[src/rtl/ks_pkg.sv]
// ks_pkg: shared state encoding, default widths and SRAM strobe levels for the
// keystream reader.
package ks_pkg;

  localparam int KS_ADDR_W = 18;
  localparam int KS_DATA_W = 16;

  // SRAM control strobes are all active-low
  localparam logic SRAM_ASSERT   = 1'b0;
  localparam logic SRAM_DEASSERT = 1'b1;

  typedef enum logic [2:0] {
    ST_IDLE   = 3'd0,
    ST_RD_ACC = 3'd1,
    ST_XFER   = 3'd2,
    ST_DRAIN  = 3'd3,
    ST_DONE   = 3'd4
  } ks_state_e;

endpackage

[src/rtl/ks_sram_rd.sv]
// ks_sram_rd: SRAM read timing. Holds oe_n low for RD_WAIT cycles per word and
// captures sram_dq into a one-entry key register that the consumer drains with take.
module ks_sram_rd
  import ks_pkg::*;
#(
  parameter int ADDR_W  = KS_ADDR_W,
  parameter int DATA_W  = KS_DATA_W,
  parameter int RD_WAIT = 2
) (
  input  logic              clk,
  input  logic              reset,
  input  logic              req,
  input  logic [ADDR_W-1:0] addr,
  input  logic              take,
  input  logic [DATA_W-1:0] sram_dq,
  output logic [ADDR_W-1:0] sram_addr,
  output logic              sram_oe_n,
  output logic [DATA_W-1:0] key,
  output logic              key_vld,
  output logic              cap
);

  localparam logic [3:0] WAIT_LOAD = 4'(RD_WAIT - 1);

  logic [3:0]        wait_cnt_q, wait_cnt_d;
  logic [DATA_W-1:0] key_q, key_d;
  logic              key_vld_q, key_vld_d;
  logic              last;
  logic              room;

  assign last = (wait_cnt_q == 4'd0);
  // A finished read parks on its last cycle (oe_n still low) until the key slot frees up.
  assign room = !key_vld_q || take;
  assign cap  = req && last && room;

  always_comb begin
    wait_cnt_d = wait_cnt_q;
    key_d      = key_q;
    key_vld_d  = key_vld_q && !take;
    if (!req || cap) begin
      wait_cnt_d = WAIT_LOAD;
    end else if (!last) begin
      wait_cnt_d = wait_cnt_q - 4'd1;
    end
    if (cap) begin
      key_d     = sram_dq;
      key_vld_d = 1'b1;
    end
  end

  always_ff @(posedge clk) begin
    if (reset) begin
      wait_cnt_q <= WAIT_LOAD;
      key_q      <= '0;
      key_vld_q  <= 1'b0;
    end else begin
      wait_cnt_q <= wait_cnt_d;
      key_q      <= key_d;
      key_vld_q  <= key_vld_d;
    end
  end

  assign sram_addr = addr;
  assign sram_oe_n = req ? SRAM_ASSERT : SRAM_DEASSERT;
  assign key       = key_q;
  assign key_vld   = key_vld_q;

endmodule

[src/rtl/ks_xor_reader.sv]
// ks_xor_reader: reads keystream words from SRAM in address order and XORs each with one
// plaintext word. Define KS_PREFETCH_EN to overlap the next SRAM read with the current transfer.
module ks_xor_reader
  import ks_pkg::*;
#(
  parameter int ADDR_W     = KS_ADDR_W,
  parameter int DATA_W     = KS_DATA_W,
  parameter int START_ADDR = 1,
  parameter int NUM_WORDS  = 500,
  parameter int RD_WAIT    = 2
) (
  input  logic              clk,
  input  logic              reset,
  input  logic              start,
  output logic              busy,
  output logic              done,
  output logic [ADDR_W-1:0] sram_addr,
  input  logic [DATA_W-1:0] sram_dq,
  output logic              sram_ce_n,
  output logic              sram_oe_n,
  output logic              sram_we_n,
  output logic              sram_lb_n,
  output logic              sram_ub_n,
  input  logic [DATA_W-1:0] pt_data,
  input  logic              pt_valid,
  output logic              pt_ready,
  output logic [DATA_W-1:0] ct_data,
  output logic              ct_valid,
  input  logic              ct_ready
);

  localparam int                CNT_W    = $clog2(NUM_WORDS + 1);
  localparam logic [CNT_W-1:0]  LAST_CNT = CNT_W'(NUM_WORDS);
  localparam logic [ADDR_W-1:0] FIRST_A  = ADDR_W'(START_ADDR);

  ks_state_e         state_q, state_d;
  logic [ADDR_W-1:0] addr_q, addr_d;
  logic [CNT_W-1:0]  word_cnt_q, word_cnt_d;
  logic [DATA_W-1:0] ct_data_q, ct_data_d;
  logic              ct_valid_q, ct_valid_d;

  logic              rd_req, rd_take, rd_cap, rd_key_vld;
  logic [DATA_W-1:0] rd_key;
  logic [DATA_W-1:0] key_use;
  logic              key_use_vld;
  logic              run_start, pt_hs;

`ifdef KS_PREFETCH_EN
  logic [DATA_W-1:0] key_q, key_d;
  logic              key_vld_q, key_vld_d;
  logic [CNT_W-1:0]  rd_cnt_q, rd_cnt_d;

  // The read engine's register acts as kbuf; key_q is the word offered to plaintext.
  assign key_use     = key_q;
  assign key_use_vld = key_vld_q;
  assign rd_req      = ((state_q == ST_RD_ACC) || (state_q == ST_XFER)) && (rd_cnt_q != LAST_CNT);
  assign rd_take     = rd_key_vld && (!key_vld_q || pt_hs);
`else
  assign key_use     = rd_key;
  assign key_use_vld = rd_key_vld;
  assign rd_req      = (state_q == ST_RD_ACC);
  assign rd_take     = pt_hs;
`endif

  assign run_start = start && ((state_q == ST_IDLE) || (state_q == ST_DONE));
  assign pt_ready  = (state_q == ST_XFER) && key_use_vld && (!ct_valid_q || ct_ready);
  assign pt_hs     = pt_valid && pt_ready;

  ks_sram_rd #(
    .ADDR_W  (ADDR_W),
    .DATA_W  (DATA_W),
    .RD_WAIT (RD_WAIT)
  ) u_sram_rd (
    .clk       (clk),
    .reset     (reset),
    .req       (rd_req),
    .addr      (addr_q),
    .take      (rd_take),
    .sram_dq   (sram_dq),
    .sram_addr (sram_addr),
    .sram_oe_n (sram_oe_n),
    .key       (rd_key),
    .key_vld   (rd_key_vld),
    .cap       (rd_cap)
  );

  always_comb begin
    state_d    = state_q;
    addr_d     = addr_q;
    word_cnt_d = word_cnt_q;
    ct_data_d  = ct_data_q;
    ct_valid_d = ct_valid_q && !ct_ready;
`ifdef KS_PREFETCH_EN
    key_d     = key_q;
    key_vld_d = key_vld_q && !pt_hs;
    rd_cnt_d  = rd_cnt_q;
    if (rd_take) begin
      key_d     = rd_key;
      key_vld_d = 1'b1;
    end
    // Address tracks issued reads so the next word is fetched ahead of its transfer.
    if (rd_cap) begin
      addr_d   = addr_q + 1'b1;
      rd_cnt_d = rd_cnt_q + 1'b1;
    end
`else
    if (pt_hs) begin
      addr_d = addr_q + 1'b1;
    end
`endif
    if (pt_hs) begin
      ct_data_d  = pt_data ^ key_use;
      ct_valid_d = 1'b1;
      word_cnt_d = word_cnt_q + 1'b1;
    end

    case (state_q)
      ST_IDLE, ST_DONE: begin
        if (run_start) begin
          state_d    = ST_RD_ACC;
          addr_d     = FIRST_A;
          word_cnt_d = '0;
`ifdef KS_PREFETCH_EN
          rd_cnt_d   = '0;
`endif
        end
      end
      ST_RD_ACC: begin
`ifdef KS_PREFETCH_EN
        if (rd_take) state_d = ST_XFER;
`else
        if (rd_cap) state_d = ST_XFER;
`endif
      end
      ST_XFER: begin
        if (pt_hs) begin
          if (word_cnt_d == LAST_CNT) begin
            state_d = ST_DRAIN;
          end else begin
`ifdef KS_PREFETCH_EN
            state_d = ST_XFER;
`else
            state_d = ST_RD_ACC;
`endif
          end
        end
      end
      ST_DRAIN: begin
        if (!ct_valid_q) state_d = ST_DONE;
      end
      default: state_d = ST_IDLE;
    endcase
  end

  always_ff @(posedge clk) begin
    if (reset) begin
      state_q    <= ST_IDLE;
      addr_q     <= '0;
      word_cnt_q <= '0;
      ct_data_q  <= '0;
      ct_valid_q <= 1'b0;
`ifdef KS_PREFETCH_EN
      key_q      <= '0;
      key_vld_q  <= 1'b0;
      rd_cnt_q   <= '0;
`endif
    end else begin
      state_q    <= state_d;
      addr_q     <= addr_d;
      word_cnt_q <= word_cnt_d;
      ct_data_q  <= ct_data_d;
      ct_valid_q <= ct_valid_d;
`ifdef KS_PREFETCH_EN
      key_q      <= key_d;
      key_vld_q  <= key_vld_d;
      rd_cnt_q   <= rd_cnt_d;
`endif
    end
  end

  assign busy      = (state_q != ST_IDLE) && (state_q != ST_DONE);
  assign done      = (state_q == ST_DONE);
  assign sram_ce_n = busy ? SRAM_ASSERT : SRAM_DEASSERT;
  assign sram_we_n = SRAM_DEASSERT;
  assign sram_lb_n = SRAM_ASSERT;
  assign sram_ub_n = SRAM_ASSERT;
  assign ct_data   = ct_data_q;
  assign ct_valid  = ct_valid_q;

endmodule

[config.mk]
export PLATFORM = sky130hd
export DESIGN_NAME = ks_xor_reader
export DESIGN_NICKNAME = d
export VERILOG_FILES = /design/src/rtl/ks_pkg.sv /design/src/rtl/ks_sram_rd.sv /design/src/rtl/ks_xor_reader.sv
export SDC_FILE = /design/constraint.sdc
export NUM_CORES = 1
export LEC_CHECK = 0
export BUFFER_PORTS_ARGS = -buffer_cell sky130_fd_sc_hd__buf_2
export CORE_ASPECT_RATIO = 1.25
export CORE_MARGIN = 2
export CORE_UTILIZATION = 53
export CTS_CLUSTER_DIAMETER = 60
export CTS_CLUSTER_SIZE = 25
export DETAILED_ROUTE_END_ITERATION = 7
export PLACE_DENSITY = 0.8
export SLEW_MARGIN = 20
export SYNTH_ARGS = -nofsm -noshare
export SYNTH_HDL_FRONTEND = slang
export SYNTH_SLANG_ARGS = --single-unit
[constraint.sdc]
create_clock -name clk -period 2.8 [get_ports clk]
set_clock_uncertainty 0.15 [all_clocks]
set_input_delay 0.28 -clock clk [delete_from_list [all_inputs] [get_ports clk]]
set_output_delay 0.28 -clock clk [all_outputs]
set_load 0.01 [all_outputs]
======== After elaboration in Yosys (flattened, before gate mapping) ========
Cells that the tools add are included.
cells by class
  $add $sub $neg .......................... 3
  equal/unequal tests ..................... 10
  multiplexer cells ....................... 16
  bitwise operators ....................... 1
  reductions and logical operators ........ 24
operators by type and width
  cell                                                 count
  two-way mux 18 bit                                   3
  two-way mux 9 bit                                    3
  adder 18 x 1 -> 18 bit, second input constant        1
  bitwise XOR 16 bit                                   1
  two-way mux 3 bit                                    4
  case mux 3 bit (4 select lines)                      1
  adder 9 x 1 -> 9 bit, second input constant          1
  equality test 9 bit, second input constant           1
  logical AND 1 bit                                    9
  equality test 3 x 2 -> 1 bit, second input constant  2
  != test 2 bit, second input constant                 3
  logical NOT 1 bit                                    5
  logical NOT 4 bit                                    1
  logical OR 1 bit                                     4
  two-way mux 1 bit                                    4
  AND reduction 4 bit                                  1
  OR reduction 2 bit                                   2
  subtractor 4 x 1 -> 4 bit, second input constant     1
  equality test 3 x 1 -> 1 bit, second input constant  1
  equality test 3 bit, second input constant           1
  logical NOT 3 bit                                    1
  != test 3 bit, second input constant                 1
  nonzero test 3 bit                                   1
  two-way mux 2 bit                                    1
  != test 2 x 1 -> 1 bit, second input constant        1
word-level totals
  register bits ........................... 68
  input port bits ......................... 37
  output and inout bits ................... 43

======== Longest topological paths before layout ========
Gate-level depths: netlist of the first run.
  depth after elaboration ................. 9
  mapped depth ............................ 9
  depth with buffers taken out ............ 7

======== Cells and area by module ========
Synthesis of the first run repeated with hierarchy kept, for this count alone.
unflattened totals
  cell total of the unflattened synthesis .. 373
  area total of the unflattened synthesis .. 3380.7 um2
by module, submodules not included
  module         times used  cells an instance  area an instance (um2)
  ks_xor_reader  1           260                2259.7
  ks_sram_rd     1           113                1121.1

======== Least setup slack after synthesis of the first run ========
No wires, ideal clock.
  path type ............................... reg2reg
  start point ............................. register state_q[2]
  end point ............................... register u_sram_rd.key_q[6] (netlist: u_sram_rd.key[6])
  setup time .............................. 0.128 ns
  data arrival time ....................... 2.004 ns
  required time ........................... 2.522 ns
  path slack .............................. 0.519 ns
  cell stages (with the launch flop) ...... 10
  period minus slack after synthesis ...... 2.281 ns
  cell sequence ........................... dfxtp_1 > buf_6 > or3b_4 > or3_1 > buf_6 > a21oi_2 > buf_6 > buf_8 > mux2i_1 > nor2_1
between the ends
  cells in the longest elaborated chain, start to end .. 6
  elaborated cells between the ends (all ways) .. 8
ends and longest elaborated chain
  item                             RTL line              text
  start: declaration               ks_xor_reader.sv:36   ks_state_e state_q, state_d;
  start signal: assignment         ks_xor_reader.sv:168  state_q <= state_d;
  equality test 3 x 2 -> 1 bit     ks_xor_reader.sv:66   assign pt_ready = (state_q == ST_XFER) && key_use_vld && (!ct_valid_q || ct_ready);
  logical AND 1 bit (2 in series)  ks_xor_reader.sv:66
  logical AND 1 bit                ks_xor_reader.sv:67   assign pt_hs = pt_valid && pt_ready;
  logical OR 1 bit                 ks_sram_rd.sv:33      assign room = !key_vld_q || take;
  logical AND 1 bit (*)            ks_sram_rd.sv:34      assign cap = req && last && room;
  end signal: assignment           ks_sram_rd.sv:58      key_q <= key_d;
  end: declaration                 ks_sram_rd.sv:26      logic [DATA_W-1:0] key_q, key_d;
Mark *: on every way between the ends. The rest lies on a longest branch, timed or not.
A chain may end at the register's enable or synchronous reset.

======== Worst setup path after layout of the first run ========
  start point ............................. register state_q[1]
  end point ............................... register state_q[1]
between the ends
  cells in the longest elaborated chain, start to end .. 9
  elaborated cells between the ends (all ways) .. 24
ends and longest elaborated chain
  item                             RTL line                                   text
  equality test 3 x 2 -> 1 bit     ks_xor_reader.sv:66, ks_xor_reader.sv:117
  logical AND 1 bit (2 in series)  ks_xor_reader.sv:66
  logical AND 1 bit                ks_xor_reader.sv:67
  two-way mux 9 bit                ks_xor_reader.sv:111                       if (pt_hs) begin
  equality test 9 bit              ks_xor_reader.sv:137                       if (word_cnt_d == LAST_CNT) begin
  two-way mux 2 bit                ks_xor_reader.sv:137
  two-way mux 3 bit                ks_xor_reader.sv:136                       if (pt_hs) begin
  case mux 3 bit (4 select lines)  ks_xor_reader.sv:117                       case (state_q)
Parallel ways exist; a longest one is shown, timed or not. The select of a mux whose other input is x is not followed.

==> flow_metrics.tcl, run 1 <==
set metrics [dict create \
    yosys.area_share.simple 0.226 \
    holdWs_ns 0.0245 \
    cts_hold_buf 0 \
    routabilityCongestion 0.866 \
    first_global_vias 2340 \
    via_per_inst 5.27 \
    ys_seq_area_frac 0.435 \
    synth_fa_ha_area_frac 0.0120 \
    start_kind "register" \
    crit_fanout 19 \
    first_iter_violations 122 \
    worst_hold_path_type "primary input to register" \
    avgSynthCellArea_um2 9.07 \
    power_mw 2.04 \
    clock_latency_ns 0.34 \
    grt_max_degree 41 \
    end_kind "register" \
    layout-drive-gt1-share 0.253 \
    synth_area_leader_cell "dfxtp_1" \
    tightest_slew_ns 0.686 \
    swShare 0.210 \
    die_w_um 72.7 \
    power_frac_clock 0.455 \
    wl_met1_um 2770 \
    finalSetupViolCount 0 \
    min_period_over_period 0.953 \
    wl_met3_um 333 \
    ant_nets 0 \
    cts_repair_resize_count 0 \
    final_cells 481 \
    fin_util 0.650 \
    synth_compound_area_frac 0.0944 \
    drt_first_pass_iters 4 \
    rr_endpoint "state_q[1]" \
    vias 2536 \
    netSwitchingPower_mw 0.428 \
    antenna_found_initial 0 \
    dpl.hpwl_um 4410 \
    start_util 0.545 \
    rsz0062_at_grt "no" \
    grt_usage 0.198 \
    vdd_drop_max_uv 421 \
    r2r_start "state_q[1]" \
    synth_area_leaders "dfxtp_1, nor2_1, xnor2_1, mux2i_1, xor2_1" \
    tritoncts "done" \
    ff2ff_path_depth 6 \
    cap_violations 0 \
    power_density_nw_per_um2 545 \
    yosys_warnings 0 \
    synth.top_cell.area_share 0.435 \
    htreeDepth 3 \
    top_layer_used "met4" \
    cell_internal_pwr_mw 1.61 \
    dieArea_um2 6540 \
    synthXorXnorAreaFrac 0.120 \
    wl_um 6190 \
    fin_tns_setup_ns 0 \
    clockRootBuffer "clkbuf_8" \
    seqPwrFrac 0.486 \
    power_frac_comb 0.059 \
    die_h_um 89.9 \
    synth_top_family_by_area "simple AND/OR/NAND/NOR gates" \
    numCtsBuffers 9 \
    clock_sinks 68 \
    clk_pin_slew_worst_paths_ns 0.07 \
    num_rows 31 \
    portBuffers 76 \
    synthMuxAreaShare 0.0548 \
    slowest_delay_ns 0.55 \
    hp-start "sram_dq[6]" \
    drcViolationCount 0 \
    crit_path_top_delay_cell "or3_1" \
    wl_per_cell_um 12.9 \
    dp.cells 466 \
    synthFlopType "dfxtp_1" \
    timing.fmax_mhz 375 \
    globalRouteOverflowTotal 0 \
    postSynthCellCount 345 \
    yosysUniqueCellTypes 51 \
    fill_cells 477 \
    p_leak_nw 1.48 \
    core_area_um2 5740 \
    critPathKind "register to register" \
    hold_viol 0 \
    required_ns 2.87 \
    ys_ff_latch 68 \
    cp_cell_sequence "or3b_4, or3_1, a21oi_2, buf_12, nor3_1, a2111oi_2" \
    async_reset_ff_frac 0 \
    clk_path_buf_depth 2 \
    seq_area_um2 1360 \
    wl_met2_um 2970 \
    synth_edf_count 0 \
    synthesis.area_um2 3130 \
    ioPinCount 80 \
    reg2reg_slack_ns 0.13 \
    min_path_cells 3 \
    critPathArrivalTime_ns 2.74 \
    areaGrowthSynthToFinish_pct 19.3 \
    maxSlewViolCount 0 \
    period_minus_slack_ns 2.67 \
    post-cts-setup-buffer-count 0 \
    multiInputGateArea_um2 1600 \
    relSlewSlack 0.542 \
    antennaDiodeCount 0 \
    worstHoldEndpoint "u_sram_rd.key[6]" \
    num-nets-final 451 \
    status "completed" \
    grt_pass1_wl_um 10400 \
]
==> worst max-delay path: cells and delay by family (launching register included) <==
kind	cells	cell delay (ns)
DFF	1	0.50
AOI/OAI and AO/OA	2	0.59
buffers and inverters	1	0.20
and+or+nand+nor	3	1.11
==> cell usage in the layout, fill, tap and decap left out, drive strengths merged, types with 2 or more instances in the layout <==
| cell | netlist | routed |
|---|---|---|
| and4 | 2 | 2 |
| ha | 3 | 3 |
| or3b | 3 | 3 |
| dfxtp | 68 | 68 |
| xor2 | 18 | 18 |
| o21ai | 5 | 5 |
| or3 | 3 | 3 |
| nand2b | 3 | 3 |
| a211oi | 17 | 17 |
| and3 | 5 | 5 |
| inv | 8 | 8 |
| nor4 | 3 | 3 |
| nand2 | 15 | 15 |
| mux2i | 16 | 16 |
| conb | 2 | 3 |
| nand4 | 15 | 15 |
| bufinv | 0 | 2 |
| and2 | 3 | 3 |
| buf | 8 | 80 |
| or2 | 2 | 2 |
| a21oi | 11 | 11 |
| clkbuf | 18 | 12 |
| nor3 | 4 | 4 |
| nor2 | 64 | 64 |
| xnor2 | 25 | 25 |
| nand3 | 7 | 7 |
==> cells by family (layout without fill, tap and decap cells) <==
kind of cell    Yosys count  after routing
compound gates           42             42
other cells               2              3
buf+inv                  34            103
xor+xnor                 43             43
fa+ha+maj                 3              3
simple gates            136            136
mux                      17             17
flops                    68             68
==> sequential cells by signal, summed over array words and instances (netlist names) <==
register	cells
addr_q	18
ct_data	16
ct_valid	1
state_q	3
u_sram_rd.key	16
u_sram_rd.key_vld	1
u_sram_rd.wait_cnt_q	4
word_cnt_q	9
==> routing by layer <==
layer / vias to the layer above / track usage
met3: 10 / 0.0437
met4: 0 / 0.0972
met1: 1156 / 0.241
met5: - / 0
met2: 67 / 0.325
li1: 1303 / -
==> power groups by stage <==
| stage | Clock [mW] | Sequential [mW] | Combinational, mW |
|---|---|---|---|
| detailed placement | 0 | 1.01 | 0.123 |
| global placement | 0 | 1.01 | 0.119 |
| floorplan | 0 | 1.01 | 0.0839 |
| finish | 0.926 | 0.989 | 0.121 |
| CTS | 0.948 | 0.989 | 0.123 |
| global route | 0.982 | 0.990 | 0.135 |
==> Yosys cell counts (4+ instances only) <==
master and number:
a211oi_1 17, a21oi_1 10, and3_1 5, clkbuf_1 18, dfxtp_1 68, inv_1 8, mux2i_1 16, nand2_1 15
nand3_1 7, nand4_1 15, nor2_1 64, nor3_1 4, xnor2_1 25, xor2_1 18
==> worst max path at each step <==
stage	slack (ns)	from	endpoint	depth (start not counted)
2_1_floorplan	0.52	state_q[2]	u_sram_rd.key[6]	9
3_3_place_gp	0.31	state_q[1]	state_q[1]	6
3_5_place_dp	0.17	state_q[1]	state_q[1]	6
4_1_cts	0.14	state_q[1]	state_q[1]	6
5_1_grt	0.009	state_q[1]	state_q[1]	6
6_report	0.13	state_q[1]	state_q[1]	6
==> stage by stage <==
step                      setup slack [ns]  instance area (um^2)
final                                0.132                  3730
after CTS                            0.143                  3730
after global routing               0.00892                  3730
after floorplan                      0.519                  3130
after global placement               0.311                  3500
after detailed placement             0.167                  3500
==> area by class of cell <==
type                       count  area share
multi-input combinational    244       0.429
sequential                    68       0.365
timing repair buffer          80       0.113
clock buffer                  12      0.0442
tap                           66      0.0221
clock inverter                 3      0.0184
inverter                       8     0.00804
Note: power is estimated with default switching activity, not from simulation.
==> inputs of run 2 (changes only) <==
--- a/config.mk
+++ b/config.mk
@@ -8,11 +8,10 @@
 export BUFFER_PORTS_ARGS = -buffer_cell sky130_fd_sc_hd__buf_2
 export CORE_ASPECT_RATIO = 1.25
 export CORE_MARGIN = 2
-export CORE_UTILIZATION = 53
+export CORE_UTILIZATION = 30
 export CTS_CLUSTER_DIAMETER = 60
 export CTS_CLUSTER_SIZE = 25
 export DETAILED_ROUTE_END_ITERATION = 7
-export PLACE_DENSITY = 0.8
 export SLEW_MARGIN = 20
 export SYNTH_ARGS = -nofsm -noshare
 export SYNTH_HDL_FRONTEND = slang
==> constraint.sdc (replaced) <==
create_clock -name clk -period 3.1 [get_ports clk]
set_clock_uncertainty 0.15 [all_clocks]
set_input_delay 0.31 -clock clk [delete_from_list [all_inputs] [get_ports clk]]
set_output_delay 0.31 -clock clk [all_outputs]
set_load 0.01 [all_outputs]
==> run 2 against run 1 <==
Effect of this change: combinational power fell by 9.9%; critical endpoint unchanged; die area increased by 72%; power is 2.0% lower; critical path depth unchanged; critical path type unchanged; highest routed layer unchanged; final cell count increased by 13%.
==> flow_metrics.tcl, run 2 (same netlist as run 1, synthesis figures left out) <==
set metrics [dict create \
    largest_reg_flops 18 \
    rsz0062_at_grt "no" \
    ant_nets 0 \
    slowest_delay_ns 0.55 \
    min_period_over_period 0.844 \
    maxSlewViolCount 0 \
    via_per_inst 4.67 \
    critPathKind "register to register" \
    start_kind "register" \
    cp_cell_sequence "or3b_4, or3_1, a21oi_2, buf_4, nor3_1, a2111oi_2" \
    dpl.hpwl_um 4980 \
    drt_first_pass_iters 4 \
    fin_util 0.382 \
    wl_per_cell_um 12.6 \
    grt_max_degree 41 \
    clock_sinks 68 \
    end_kind "register" \
    grt_pass1_wl_um 11600 \
    die_h_um 118 \
    grt_usage 0.130 \
    final_cells 545 \
    antenna_found_initial 0 \
    routabilityCongestion 0.829 \
    vdd_drop_max_uv 310 \
    antennaDiodeCount 0 \
    dieArea_um2 11300 \
    crit_buf_inv 1 \
    num-nets-final 452 \
    portBuffers 76 \
    globalRouteOverflowTotal 0 \
    dp.cells 530 \
    reg2reg_slack_ns 0.48 \
    cp-startpoint "state_q[1]" \
    die_w_um 95.4 \
    tritoncts "done" \
    power_mw 2.00 \
    areaGrowthSynthToFinish_pct 23.5 \
    status "completed" \
    start_util 0.310 \
    crit_cells 6 \
    cp_top_family "simple AND/OR/NAND/NOR gates" \
    clk_path_buf_depth 2 \
    timing.fmax_mhz 382 \
    clock_latency_ns 0.32 \
    crit_fanout 19 \
    layout-drive-gt1-share 0.255 \
    drcViolationCount 0 \
    wl_um 6860 \
    final_cell_mix "buf_2, dfxtp_1, nor2_1" \
    relSlewSlack 0.507 \
    required_ns 3.17 \
    ff2ff_path_depth 6 \
    first_iter_violations 93 \
    fin_tns_setup_ns 0 \
    num_rows 41 \
    cts_repair_resize_count 0 \
    critical_path.endpoint "state_q[1]" \
    numCtsBuffers 9 \
    cap_violations 0 \
    critPathArrivalTime_ns 2.69 \
    clockRootBuffer "clkbuf_16" \
    mostFrequentLayoutCell "buf_2" \
    period_minus_slack_ns 2.62 \
    finalSetupViolCount 0 \
    cts_hold_buf 0 \
    rr_endpoint "state_q[1]" \
    vias 2547 \
    p_leak_nw 1.51 \
    crit_path_top_delay_cell "or3_1" \
    core_area_um2 10100 \
    htreeDepth 3 \
    ioPinCount 80 \
    tightest_slew_ns 0.740 \
    r2r_start "state_q[1]" \
    worst_hold_path_type "primary input to register" \
    post-cts-setup-buffer-count 0 \
    first_global_vias 2481 \
    hold_viol 0 \
    power_density_nw_per_um2 516 \
    clk_pin_slew_worst_paths_ns 0.05 \
    top_register "addr_q" \
]
-- run 2: per-stage QoR --
stage / hold slack (ns) / area, um^2 / worst slack [ns]
final: 0.0725 / 3860 / 0.482
after global routing: 0.0688 / 3860 / 0.327
after global placement: 0.318 / 3570 / 0.523
after CTS: 0.0625 / 3860 / 0.459
after detailed placement: 0.331 / 3570 / 0.474
after floorplan: 0.307 / 3130 / 0.819
-- run 2: how the worst min path moves through the flow --
stage	startpoint	to	cells past startpoint	slack, ns
after global routing	sram_dq[6]	u_sram_rd.key[6]	3	0.07
after CTS	sram_dq[7]	u_sram_rd.key[7]	3	0.06
after floorplan	sram_dq[0]	u_sram_rd.key[0]	2	0.31
final	sram_dq[7]	u_sram_rd.key[7]	3	0.07
after detailed placement	addr_q[17]	addr_q[17]	2	0.33
after global placement	addr_q[17]	addr_q[17]	2	0.32
-- run 2: worst min-delay path, delay by kind of cell --
| kind | cells | cell delay, ns |
|---|---|---|
| AND/OR/NAND/NOR | 1 | 0.07 |
| multiplexers | 1 | 0.05 |
| buffers and inverters | 1 | 0.07 |
-- run 2: layer usage --
metal,GRT usage,up-vias,share of wire
li1,-,1308,-
met1,0.154,1180,0.43
met2,0.218,54,0.51
met3,0.0382,5,0.045
met4,0.0489,0,0.014
met5,0,-,0
-- run 2: power breakdown --
group          total, mW  internal [mW]  switching, mW
registers          0.895          0.884         0.0105
logic              0.109         0.0525         0.0560
clock network      0.992          0.635          0.358
total               2.00           1.57          0.424
-- run 2: cell type report --
| cell class | instances | area (um^2) |
|---|---|---|
| multi-input cells | 244 | 1600 |
| clock inverters | 5 | 52.6 |
| inverters | 8 | 30.0 |
| clock buffers | 10 | 239 |
| repair buffers | 81 | 418 |
| flip-flops and latches | 68 | 1360 |
| fillers | 1038 | 6240 |
| well taps | 129 | 161 |
